[config.mk]
export PLATFORM = sky130hd
export DESIGN_NAME = modport_bus_if
export DESIGN_NICKNAME = d
export VERILOG_FILES = /design/src/rtl/modport_bus_if.sv
export SDC_FILE = /design/constraint.sdc
export NUM_CORES = 1
export LEC_CHECK = 0
export BUFFER_PORTS_ARGS = -buffer_cell sky130_fd_sc_hd__buf_4
export CAP_MARGIN = 20
export CORE_ASPECT_RATIO = 0.9
export CORE_UTILIZATION = 41
export DETAILED_ROUTE_END_ITERATION = 16
export HOLD_SLACK_MARGIN = 0.15
export PLACE_DENSITY = 0.77
export SLEW_MARGIN = 25
export SYNTH_ARGS = -nofsm -noshare
export SYNTH_HDL_FRONTEND = slang
export SYNTH_SLANG_ARGS = --single-unit
[constraint.sdc]
create_clock -name clk -period 3.1 [get_ports clk]
set_input_delay 0.775 -clock clk [delete_from_list [all_inputs] [get_ports clk]]
set_output_delay 0.775 -clock clk [all_outputs]
set_load 0.05 [all_outputs]
[src/rtl/modport_bus_if.sv]
// CPU-side memory access point: routes each access to the scratch-pad memory or
// to the shared system bus, running the request/grant/access/ready handshake.
module modport_bus_if #(
  parameter int ADDR_W = 30,
  parameter int DATA_W = 32,
  parameter int IDX_HI = 29,
  parameter int IDX_LO = 27,
  parameter logic [IDX_HI-IDX_LO:0] SPM_INDEX = 3'd1
) (
  input  logic              clk,
  input  logic              rst,
  input  logic              stall,
  input  logic              flush,
  output logic              busy,
  input  logic [ADDR_W-1:0] cpu_addr,
  input  logic              cpu_as_n,
  input  logic              cpu_rw,
  input  logic [DATA_W-1:0] cpu_wr_data,
  output logic [DATA_W-1:0] cpu_rd_data,
  output logic [ADDR_W-1:0] spm_addr,
  output logic              spm_as_n,
  output logic              spm_rw,
  output logic [DATA_W-1:0] spm_wr_data,
  input  logic [DATA_W-1:0] spm_rd_data,
  output logic              bus_req_n,
  input  logic              bus_grnt_n,
  output logic [ADDR_W-1:0] bus_addr,
  output logic              bus_as_n,
  output logic              bus_rw,
  output logic [DATA_W-1:0] bus_wr_data,
  input  logic [DATA_W-1:0] bus_rd_data,
  input  logic              bus_rdy_n
);

  typedef enum logic [1:0] {
    IDLE   = 2'd0,
    REQ    = 2'd1,
    ACCESS = 2'd2,
    STALL  = 2'd3
  } state_t;

  state_t            state;
  state_t            next_state;
  logic [DATA_W-1:0] rd_buf;
  logic              cpu_valid;
  logic              is_spm;

  assign cpu_valid   = !cpu_as_n && !flush;
  assign is_spm      = (cpu_addr[IDX_HI:IDX_LO] == SPM_INDEX);
  assign spm_addr    = cpu_addr;
  assign spm_rw      = cpu_rw;
  assign spm_wr_data = cpu_wr_data;

  // Next-state decode and the combinational CPU/SPM-side responses.
  always_comb begin
    next_state  = state;
    cpu_rd_data = '0;
    spm_as_n    = 1'b1;
    busy        = 1'b0;
    case (state)
      IDLE: begin
        if (cpu_valid && is_spm) begin
          if (!stall) begin
            spm_as_n = 1'b0;
            if (cpu_rw) begin
              cpu_rd_data = spm_rd_data;
            end else begin
              cpu_rd_data = '0;
            end
          end else begin
            spm_as_n = 1'b1;
          end
        end else if (cpu_valid) begin
          busy       = 1'b1;
          next_state = REQ;
        end else begin
          busy = 1'b0;
        end
      end
      REQ: begin
        busy = 1'b1;
        if (!bus_grnt_n) begin
          next_state = ACCESS;
        end else begin
          next_state = REQ;
        end
      end
      ACCESS: begin
        if (!bus_rdy_n) begin
          busy       = 1'b0;
          next_state = stall ? STALL : IDLE;
          if (cpu_rw) begin
            cpu_rd_data = bus_rd_data;
          end else begin
            cpu_rd_data = '0;
          end
        end else begin
          busy = 1'b1;
        end
      end
      STALL: begin
        if (cpu_rw) begin
          cpu_rd_data = rd_buf;
        end else begin
          cpu_rd_data = '0;
        end
        if (!stall) begin
          next_state = IDLE;
        end else begin
          next_state = STALL;
        end
      end
      default: begin
        next_state = IDLE;
      end
    endcase
  end

  // State register plus the registered bus command; the strobe is one cycle wide.
  always_ff @(posedge clk or posedge rst) begin
    if (rst) begin
      state       <= IDLE;
      bus_req_n   <= 1'b1;
      bus_as_n    <= 1'b1;
      bus_addr    <= '0;
      bus_rw      <= 1'b1;
      bus_wr_data <= '0;
      rd_buf      <= '0;
    end else begin
      state <= next_state;
      case (state)
        IDLE: begin
          if (cpu_valid && !is_spm) begin
            bus_addr    <= cpu_addr;
            bus_rw      <= cpu_rw;
            bus_wr_data <= cpu_wr_data;
            bus_req_n   <= 1'b0;
          end
        end
        REQ: begin
          if (!bus_grnt_n) begin
            bus_as_n <= 1'b0;
          end
        end
        ACCESS: begin
          bus_as_n <= 1'b1;
          if (!bus_rdy_n) begin
            bus_req_n   <= 1'b1;
            bus_addr    <= '0;
            bus_rw      <= 1'b1;
            bus_wr_data <= '0;
            if (bus_rw) begin
              rd_buf <= bus_rd_data;
            end
          end
        end
        default: begin
        end
      endcase
    end
  end

endmodule

[Word level (Yosys, flattened, before mapping)]
Index checks and enable logic that the tools add are counted.
Operators by class
  bitwise logic cells: 1
  reductions and logical operators: 13
  order comparisons: 0
  shift-type cells: 0
  equal/unequal tests: 9
  $mul: 0
  muxes and demuxes: 33
  add/subtract/negate cells: 0
  div/mod/pow operators: 0
Operators with widths (number)
  32-bit 2-to-1 mux: 8
  32-bit case mux with 3 select lines: 1
  32-bit case mux with 2 select lines: 1
  30-bit 2-to-1 mux: 2
  30-bit case mux with 2 select lines: 1
  1-bit 2-to-1 mux: 10
  2-bit 2-to-1 mux: 5
  2-bit inequality test (second input constant): 5
  3-bit AND reduction: 3
  2-bit case mux with 4 select lines: 1
  1-bit case mux with 2 select lines: 3
  2-bit equality test (second input constant): 2
  2-bit nonzero test: 2
  3-bit by 1-bit equality test with 1-bit output (second input constant): 1
  1-bit logical AND: 3
  1-bit logical NOT: 3
  1-bit case mux with 3 select lines: 1
  2-bit by 1-bit equality test with 1-bit output (second input constant): 1
  2-bit logical NOT: 1
  2-bit AND reduction: 1
  1-bit inverter: 1
Word-level totals
  logic and storage cells: 63
  input port bits: 134
  memories: 0
  latch bits: 0
  memory bits (read-only): 0
  output and inout bits: 162
  register bits: 99
  bits in writable memories: 0

[Logic depth before layout (Yosys ltp)]
  depth in word-level cells: 5
  depth in mapped cells: 6
  depth with buffers taken out: 3

[Worst setup path before layout]
No wires, ideal clock.
  kind: input-to-output
  start point: in cpu_addr[28]
  end point: out cpu_rd_data[13]
  data arrival time: 2591 ps
  cell stages on the path: 5
  path buffers: 2
  path slack: -266 ps
  cell sequence: or3b_1 clkbuf_1 or3b_1 buf_2 o22ai_1
Between the ends
  cells in the longest elaborated chain, start to end: 4
RTL lines
  from (decl): line 15  | input logic [ADDR_W-1:0] cpu_addr,
  3-bit by 1-bit equality test with 1-bit output: line 49  | assign is_spm = (cpu_addr[IDX_HI:IDX_LO] == SPM_INDEX);
  1-bit logical AND: line 62  | if (cpu_valid && is_spm) begin
  32-bit 2-to-1 mux: line 62
  32-bit case mux with 3 select lines: line 60  | case (state)
  to (decl): line 19  | output logic [DATA_W-1:0] cpu_rd_data,
Every way passes these cells.

[Worst setup path in the final report]
  start point: in cpu_addr[29]
  end point: out cpu_rd_data[1]
Same word-level chain as after synthesis.

==> key figures <==
Synth
  • Cells after Synth: 587
  • Avg Inst Size Synth: 9.364 µm²
  • Synthesis warning total: 0
  • Yosys cell types: 29
  • FF+latch count, synth: 99
  • Sequential area share after synthesis: 45.14%
  • Synthesized cell area: 5497 µm²
  • Syn Nets: 721

Power and ir drop
  • Combinational power share: 57.4%
  • Clock share of power: 13.7%
  • Switching share of power: 49.53%
  • Leakage: 3.704 nW
  • Flop pwr share: 28.8%
  • P per Cell Area: 967.0 nW/µm²
  • Peak VDD IR: 690.6 µV
  • Net switching power: 3.881 mW
  • Int Pwr: 3.955 mW

Global route
  • Initial antenna violation count: 0
  • Vias in the first global route: 5122
  • GRT overflow: 0
  • Aggregate global-route resource usage: 23.38%
  • Largest net degree at the start of global routing: 100
  • First-pass GRT wire length: 25560 µm

Floorplan
  • Initial Util: 42.67%
  • Die area: 13870 µm²
  • Die width: 124.1 µm
  • Total core area: 12880 µm²
  • Ports: 296
  • Chip height: 111.8 µm
  • Std-Cell Rows: 39

Finish
  • Final-layout fill cell count: 1069
  • Multi-input gate area: 2527 µm²
  • Commonest cells after routing, fill and taps aside: 275 x buf_4, 97 x nand2_1, 95 x dfrtp_1
  • Commonest non-fill, non-tap cell in the layout: buf_4
  • Sequential Area: 2482 µm²
  • Fin area: 8104 µm²
  • Final net count: 932
  • Post-layout util: 62.91%
  • # diodes: 0
  • Layout cells sized above 1: 46.51%
  • Syn-to-layout area delta: 47.44%

STA
  • Fin crit share: 99.01%
  • Worst slew pin tran: 0.6663 ns
  • Setup ws final: 0.03070 ns
  • Rel. slew slack: 55.58%
  • RSZ-0062 raised after global routing: true
  • Final Max Tran Viols: 0
  • Worst clock skew: 0.008529 ns
  • Fmax: 325.8 MHz
  • Final hold violations: 0
  • Worst hold slack: 0.4797 ns
  • Fin crit period: 3.069 ns
  • Setup Viol. Count Final: 0

Worst setup path
  • R2r endpoint: bus_wr_data[9]$_DFFE_PP0P_
  • Worst setup EP type: output pin
  • R2R depth: 5
  • Crit path max fanout: 11
  • Crit-path cells: buf_6, or3b_4, or3b_4, buf_16, o22ai_4, buf_6
  • CP bufs+invs: 3
  • Arrival time at the worst endpoint: 2.29 ns
  • Worst Path Required: 2.32 ns
  • RR Startpoint: state[0]$_DFFE_PP0P_
  • CP startpoint kind: input pin
  • WS Path Type: input pin to output pin
  • CP peak stage delay: 0.50 ns
  • Slowest CP cell: or3b_4
  • Largest delay share family, worst path: simple AND/OR/NAND/NOR gates
  • Worst R2R Setup Slack: 0.64 ns

Route
  • DRC Markers: 0
  • Antenna Violating Nets Remaining: 0
  • Drt pass-1 iters: 4
  • Vias/cell: 5.280
  • Wire length per cell: 16.92 µm
  • Vias post-DR: 5100
  • Drt total wl: 16350 µm
  • DR iter-0 viols: 254

Hold path
  • Number of cells on the worst hold path: 2
  • Min-Delay Startpoint: bus_req_n$_DFFE_PP1P_
  • Worst hold endpoint: bus_req_n$_DFFE_PP1P_
  • Hold Path Class: flip-flop to flip-flop

Placement
  • Pre-CTS setup slack: -0.1228 ns
  • PortBufs: 295
  • Cell Area, Placed: 7611 µm²
  • DPL Wire Length: 11670 µm
  • GP Congestion: 0.8275

Clock network
  • Worst skew pair latency: 0.33 ns
  • CTS tree: built
  • Clock root cell: clkbuf_16
  • Clock Path Buffers: 2
  • Clk sinks: 99
  • Clock slew at reported path FFs: 0.07 ns
  • CTS HTree Levels: 3
  • Num CTS Buffers: 9

Status
  • Status: complete, no violations

Flow run
  • Max Cap Viol: 0
-- through the flow --
stage               std cells  power, mW  setup TNS [ns]
CTS                       966      7.884        -0.01813
global placement          948      6.613          -2.817
global route              966      8.248        -0.02152
detailed placement        948      6.735          -3.049
floorplan                 587      5.422         -0.5075
finish                    966      7.837               0
-- synthesized netlist by cell type --
library cell  number  area [µm²]
buf_1              3       11.26
o22ai_1            3       18.77
nor2_2             1       6.260
a21oi_1           33       165.2
and2_1             1       6.260
a22oi_1            2       15.01
nand2b_1           2       12.51
nand3_1           60       300.3
nor3b_1           30       225.2
dfstp_2            3       78.83
and2_0             1       6.260
nand2_1           98       367.9
a211oi_1           1       7.510
clkbuf_1          34       127.6
a22o_1             1       8.760
a221oi_1           1       8.760
or3b_1             3       26.28
buf_4             63       473.0
nor4_4             1       21.27
dfrtp_1           96        2402
nor2_1             4       15.01
mux2_1            32       360.4
buf_2              9       45.04
inv_1              3       11.26
o22ai_2           29       362.9
inv_2              1       3.750
o21ai_1           64       320.3
buf_6              7       78.83
mux2i_1            1       10.01
-- power groups by stage --
stage	clock network (mW)	registers [mW]	logic, mW
finish	1.08	2.26	4.50
global route	1.16	2.33	4.76
CTS	1.10	2.26	4.52
detailed placement	0	2.27	4.47
global placement	0	2.23	4.39
floorplan	0	3.53	1.89
-- cell families (layout without fill, tap and decap cells) --
| group | after synthesis | after routing | share of synthesized area (%) |
|---|---|---|---|
| compound gates | 134 | 134 | 16.50 |
| buf+inv | 120 | 335 | 13.66 |
| flops | 99 | 99 | 45.14 |
| mux | 33 | 33 | 6.738 |
| simple gates | 201 | 201 | 17.96 |
-- flip-flops by register name, indices dropped and copies added (netlist names) --
name,count
rd_buf,32
bus_wr_data,32
bus_rw,1
bus_req_n,1
state,2
bus_addr,30
bus_as_n,1
-- worst reg2reg max path, stage by stage (launching register included) --
cell     delay (ns)
dfrtp_2        0.43
nor4_4         0.29
buf_4          0.58
and2_2         0.29
buf_4          0.53
o21ai_1        0.19
-- cell type report --
class                   count  share of cell area [%]
well taps                 164                   2.532
repair buffers            316                   32.01
inverters                   4                  0.2316
clock buffers              12                   2.918
multi-input cells         368                   31.19
clock inverters             3                  0.4941
flip-flops and latches     99                   30.63
-- worst max path at each step --
| stage | start | to | slack [ns] | depth (start not counted) |
|---|---|---|---|---|
| detailed placement | cpu_addr[28] | cpu_rd_data[14] | -0.12 | 6 |
| finish | cpu_addr[29] | cpu_rd_data[1] | 0.03 | 6 |
| CTS | cpu_addr[28] | cpu_rd_data[13] | -0.02 | 6 |
| global route | cpu_addr[29] | cpu_rd_data[22] | -0.008 | 6 |
| global placement | cpu_addr[28] | cpu_rd_data[14] | -0.13 | 6 |
| floorplan | cpu_addr[28] | cpu_rd_data[14] | -0.25 | 5 |
-- layer usage --
| layer | part of all wire [%] | routed length [µm] | up-vias | track usage, % |
|---|---|---|---|---|
| met5 | 0 | 0 | - | 0 |
| met4 | 2.3 | 377 | 0 | 8.333 |
| met3 | 7.7 | 1261 | 28 | 5.533 |
| met2 | 52 | 8452 | 203 | 39.96 |
| met1 | 38 | 6254 | 2485 | 28.37 |
| li1 | - | - | 2384 | - |
-- repair_timing --
action / in CTS / in global routing
gates cloned: 2 / 0
buffers inserted: 1 / 0
setup endpoints to repair: 31 / 22
pin swaps: 2 / 1
hold buffers: 0 / 0
resized for setup: 36 / 5
Note: power is estimated with default switching activity, not from simulation.
